### src/rtl/inst_mem_responder.sv
// inst_mem_responder: DEPTH x 8 instruction store with a wait-state fetch FSM.
// A fetch request is latched in IDLE, held for WAIT_STATES idle cycles, then
// answered with a registered word and a one-cycle ack.
// Optional feature macro: MEM_PARITY_EN. When it is defined, each word keeps an
// even-parity bit, and the parity_err output flags a mismatch on each fetch.
module inst_mem_responder #(
  parameter int WAIT_STATES = 1,
  parameter int DEPTH       = 32
) (
  input  logic       clk,
  input  logic       clear,
  input  logic       req,
  input  logic [4:0] addr,
  input  logic       wr_en,
  input  logic [4:0] wr_addr,
  input  logic [7:0] wr_data,
  output logic [7:0] rdata,
  output logic       ack,
`ifdef MEM_PARITY_EN
  output logic       parity_err,
`endif
  output logic       busy
);

  localparam logic [1:0] IDLE    = 2'd0;
  localparam logic [1:0] WAIT    = 2'd1;
  localparam logic [1:0] RESPOND = 2'd2;

  logic [1:0] state;
  logic [2:0] cnt;
  logic [4:0] addr_q;
  logic [7:0] mem [DEPTH];
  logic       load;
  logic [4:0] rd_addr;

`ifdef MEM_PARITY_EN
  logic par [DEPTH];

  // A set bit makes the total count of ones in {word, bit} even.
  function automatic logic even_par(input logic [7:0] d);
    return ^d;
  endfunction
`endif

  // Decide when rdata reloads and which address it reads. With zero wait
  // states the word comes straight from the live addr input, because addr_q
  // is only being captured on that same edge.
  always_comb begin
    load    = 1'b0;
    rd_addr = addr_q;
    if (state == IDLE) begin
      rd_addr = addr;
      load    = req && (WAIT_STATES == 0);
    end else if (state == WAIT) begin
      load    = (cnt == 3'd1);
    end
  end

  assign ack  = (state == RESPOND);
  assign busy = (state != IDLE);

  // Fetch FSM: capture the request, count the wait states, then respond.
  always_ff @(posedge clk or negedge clear) begin
    if (!clear) begin
      state  <= IDLE;
      cnt    <= '0;
      addr_q <= '0;
    end else begin
      case (state)
        IDLE: begin
          if (req) begin
            addr_q <= addr;
            cnt    <= 3'(WAIT_STATES);
            state  <= (WAIT_STATES == 0) ? RESPOND : WAIT;
          end
        end
        WAIT: begin
          cnt <= cnt - 3'd1;
          if (cnt == 3'd1) state <= RESPOND;
        end
        RESPOND: state <= IDLE;
        default: state <= IDLE;
      endcase
    end
  end

  // Output word register. It reads the pre-edge memory contents, so a write
  // that lands on the same edge is not returned.
  always_ff @(posedge clk or negedge clear) begin
    if (!clear) begin
      rdata <= '0;
`ifdef MEM_PARITY_EN
      parity_err <= 1'b0;
`endif
    end else if (load) begin
      rdata <= mem[rd_addr];
`ifdef MEM_PARITY_EN
      parity_err <= (even_par(mem[rd_addr]) != par[rd_addr]);
`endif
    end
  end

  // Program-load port. It is independent of the FSM, so writes never stall
  // fetches.
  always_ff @(posedge clk or negedge clear) begin
    if (!clear) begin
      for (int i = 0; i < DEPTH; i++) begin
        mem[i] <= '0;
`ifdef MEM_PARITY_EN
        par[i] <= 1'b0;
`endif
      end
    end else if (wr_en) begin
      mem[wr_addr] <= wr_data;
`ifdef MEM_PARITY_EN
      par[wr_addr] <= even_par(wr_data);
`endif
    end
  end

endmodule

### config.mk
export PLATFORM = sky130hd
export DESIGN_NAME = inst_mem_responder
export DESIGN_NICKNAME = d
export VERILOG_FILES = /design/src/rtl/inst_mem_responder.sv
export SDC_FILE = /design/constraint.sdc
export NUM_CORES = 1
export LEC_CHECK = 0
export BUFFER_PORTS_ARGS = -buffer_cell sky130_fd_sc_hd__buf_2
export CAP_MARGIN = 20
export CELL_PAD_IN_SITES_DETAIL_PLACEMENT = 0
export CELL_PAD_IN_SITES_GLOBAL_PLACEMENT = 1
export CORE_MARGIN = 5
export CORE_UTILIZATION = 27
export DETAILED_ROUTE_END_ITERATION = 8
export PLACE_DENSITY_LB_ADDON = 0.05
export SLEW_MARGIN = 20
export SYNTH_ARGS = -nofsm -noshare
export SYNTH_HDL_FRONTEND = slang
export SYNTH_SLANG_ARGS = --single-unit
### constraint.sdc
create_clock -name clk -period 2.21 [get_ports clk]
set_clock_uncertainty 0.05 [all_clocks]
set_input_delay 0.3315 -clock clk [delete_from_list [all_inputs] [get_ports clk]]
set_output_delay 0.3315 -clock clk [all_outputs]
set_load 0.01 [all_outputs]
==> flow_results.org <==
** Worst setup path
- Classification of the worst setup path :: register to register
- Data on the critical path arrives at its endpoint at 2.74 ns.
- STA classifies the critical path startpoint as a register.
- Maximum fanout along the worst path :: 14
- Endpoint class of the critical path :: register
- At the worst endpoint, the required time is 2.57 ns.

** Routing
- After detailed routing, the number of remaining DRC violations is 0.
- Antenna Nets Post-Route :: 0
- Number of vias after detailed routing :: 9039
- Avg WL per Cell :: 24.98 um
- The first routing iteration left 464 violations.
- Before antenna repair, the detailed router went through 5 iterations.
- Using the TritonRoute via totals, the vias-per-cell ratio works out to 4.997.
- Aggregate routed wire length :: 45.19 mm

** Die
- Starting density of the core :: 0.2734
- The die is 229.9 um tall.
- Core ar. :: 47750 sq um
- The die is 229.9 um wide.
- Number of top-level pins :: 32
- Number of cell rows :: 80
- The floorplan step defined a die boundary enclosing 52840 sq um.

** Yosys
- Average instance area after synthesis :: 12.78 sq um
- The mapped netlist covers 13050 sq um.
- Mapped Nets :: 1045
- Top_reg_cell synth :: dfrtp_1
- The Yosys step of the flow raised 0 warnings.
- EDFF count, synth :: 0
- Count of state elements after synthesis :: 274
- Async S/R FF share, synth :: 1.000
- Sequential element share of the synthesized area :: 0.5253
- The netlist uses 58 different library cells.
- In the synthesized netlist, the number of instances is 1021.

** Cells and area
- Post-layout instance area :: 16680 sq um
- The library cells used most frequently in the layout, excluding fill and tap cells, are dfrtp_1, mux2_2, buf_4, nand2_1, mux2i_1.
- From synthesis to final layout, the design area changed by 27.76%.
- Layout fillers :: 4738
- The final layout contains 1190 nets.
- Once layout is complete, the utilization of the core stands at 0.3493.
- Finished Layout Cells :: 1809
- Most frequent standard cell in the layout excluding fill and tap cells :: dfrtp_1
- Fraction of final layout cells sized beyond drive strength 1 :: 0.4677

** Timing
- Number of pins exceeding their max-slew limit in the final report :: 0
- In the post-route analysis, the smallest setup slack over all paths is -0.1694 ns.
- In the finished design, the share of the clock period the worst path needs comes to 1.077.
- Post-Route Hold Slack :: 0.1046 ns
- Setup repair after global routing could not meet its margin everywhere.
- Hold violation total from the final report :: 0
- Final sum of negative setup slack :: -0.9712 ns
- Subtracting the final worst setup slack from the clock period gives 2.379 ns.
- Final setup violation count :: 8
- Worst Max-Slew Pin Slew :: 0.6793 ns
- For this run, the top clock speed supported by timing is 420.3 MHz.
- In this run the tightest slew margin relative to its limit is 0.5471.

** Place
- Dpl cells :: 1719
- Area of placed instances :: 14850 sq um
- Buffers placed on the I/O ports in this run total 31.
- Pre-CTS setup slack :: -0.6340 ns
- Once detailed placement completed, the half-perimeter wirelength came to 30.56 mm.
- Routability-driven placement finished with a final weighted congestion of 0.7557.

** Power
- Design Power :: 21.63 mW
- Worst voltage drop across the vdd grid :: 0.0005318 V
- Power density cells :: 1297 nW/um^2
- Leakage dissipation :: 7.421 nW

** Clocking
- The tree is rooted in a clkbuf_16.
- The H-tree was split into 2 levels.
- TritonCTS created 37 clock buffers.
- Clock input transition at the sequential cells of the worst setup and hold paths :: 0.06 ns
- CTS max path bufs :: 3
- Total clock sinks :: 274
- Clock latency on the worst-skew pair, taken at its later pin, is 0.55 ns.
- TritonCTS clock tree :: done

** Status
- The final reports fail on negative setup slack.
- Status :: finished with violations

** Global routing
- Aggregate global-route resource usage :: 0.1715
- For this run the aggregate overflow at the end of global routing stands at 0.
- The initial antenna violation count was 1.
- Vias in the first global route :: 9684
- Entering global routing, the biggest net connects 62 pins.
- The first global-routing pass estimated 67.59 mm of wire.

** Flow run
- The tool flagged a number of max-cap violations equal to 0.

** Min path
- The path class of the tightest hold or removal check is input port to register.
[timing repair]
item	CTS	global route
pin swaps	28	10
setup buffers	10	7
gates cloned	3	1
resized for setup	54	21
setup endpoints to repair	9	8
hold buffers	2	0
hold endpoints to repair	53	0
[cell type report]
cell class                 count  area (sq um)  share of cell area
antenna                        1         2.502           0.0001501
inverter                       6         22.52            0.001351
sequential                   274          6859              0.4113
clock inverter                10         113.9            0.006828
tap                          615         769.5             0.04614
clock buffer                  56          1100             0.06595
multi-input combinational    675          6177              0.3704
timing repair buffer         172          1632             0.09784
[final timing paths]
check,slack (ns),to,cells past startpoint,from
min in group asynchronous,0.28,mem[12]$_DFFE_PN0P_,2,clear
hold reg to reg,0.44,cnt[1]$_DFFE_PN0P_,2,cnt[1]$_DFFE_PN0P_
setup / recovery,-0.17,rdata[4]$_DFFE_PN0P_,8,state[1]$_DFFE_PN0P_
setup reg to reg,-0.17,rdata[4]$_DFFE_PN0P_,8,state[1]$_DFFE_PN0P_
hold / removal,0.10,mem[28]$_DFFE_PN0P_,2,wr_data[4]
max in group asynchronous,1.06,mem[121]$_DFFE_PN0P_,3,clear
[critical path: stages, from the launching register on]
cell,delay [ns]
dfrtp_2,0.46
buf_6,0.14
o21a_4,0.22
buf_4,0.18
o21ai_0,0.35
a31oi_1,0.13
and4_1,0.24
a221o_1,0.28
nand4b_1,0.18
[where the power goes]
part / switching, mW / internal [mW] / total (mW)
Combinational: 4.42 / 4.37 / 8.79
Clock: 2.34 / 3.67 / 6.02
Sequential: 0.738 / 6.09 / 6.83
[kinds of logic (layout without fill, tap and decap cells)]
kind of cell,count (synthesis),after routing,share of synthesized area
AO/OA/AOI/OAI,113,114,0.06394
adder cells (fa/ha/maj),2,2,0.001917
buffers and inverters,73,244,0.02569
flip-flops,274,274,0.5253
multiplexers,345,345,0.2983
other,0,1,0
AND/OR/NAND/NOR,214,214,0.08484
[flip-flops by register name, summed over array words and instances, names as in the netlist]
signal / count
addr_q: 5
rdata: 8
state: 2
cnt: 3
mem: 256
[routing by layer]
| metal | share of wire | global-route usage | vias to the layer above |
|---|---|---|---|
| li1 | - | - | 4089 |
| met2 | 0.46 | 0.2716 | 146 |
| met5 | 0 | 0 | - |
| met1 | 0.49 | 0.2457 | 4750 |
| met3 | 0.034 | 0.02615 | 54 |
| met4 | 0.022 | 0.04689 | 0 |
[cell usage after synthesis (all sizes together), types with 9 or more instances]
library cell | count | area share
dfrtp | 274 | 0.53
mux2 | 262 | 0.23
nand2 | 85 | 0.024
mux2i | 75 | 0.058
clkbuf | 41 | 0.012
nand3 | 37 | 0.014
buf | 26 | 0.012
nor2 | 26 | 0.0077
o21ai | 22 | 0.0087
o22ai | 16 | 0.0077
o211ai | 15 | 0.0086
a31oi | 11 | 0.0058
nand2b | 11 | 0.0053
nand4 | 9 | 0.0043
(Power assumes the default switching activity.)
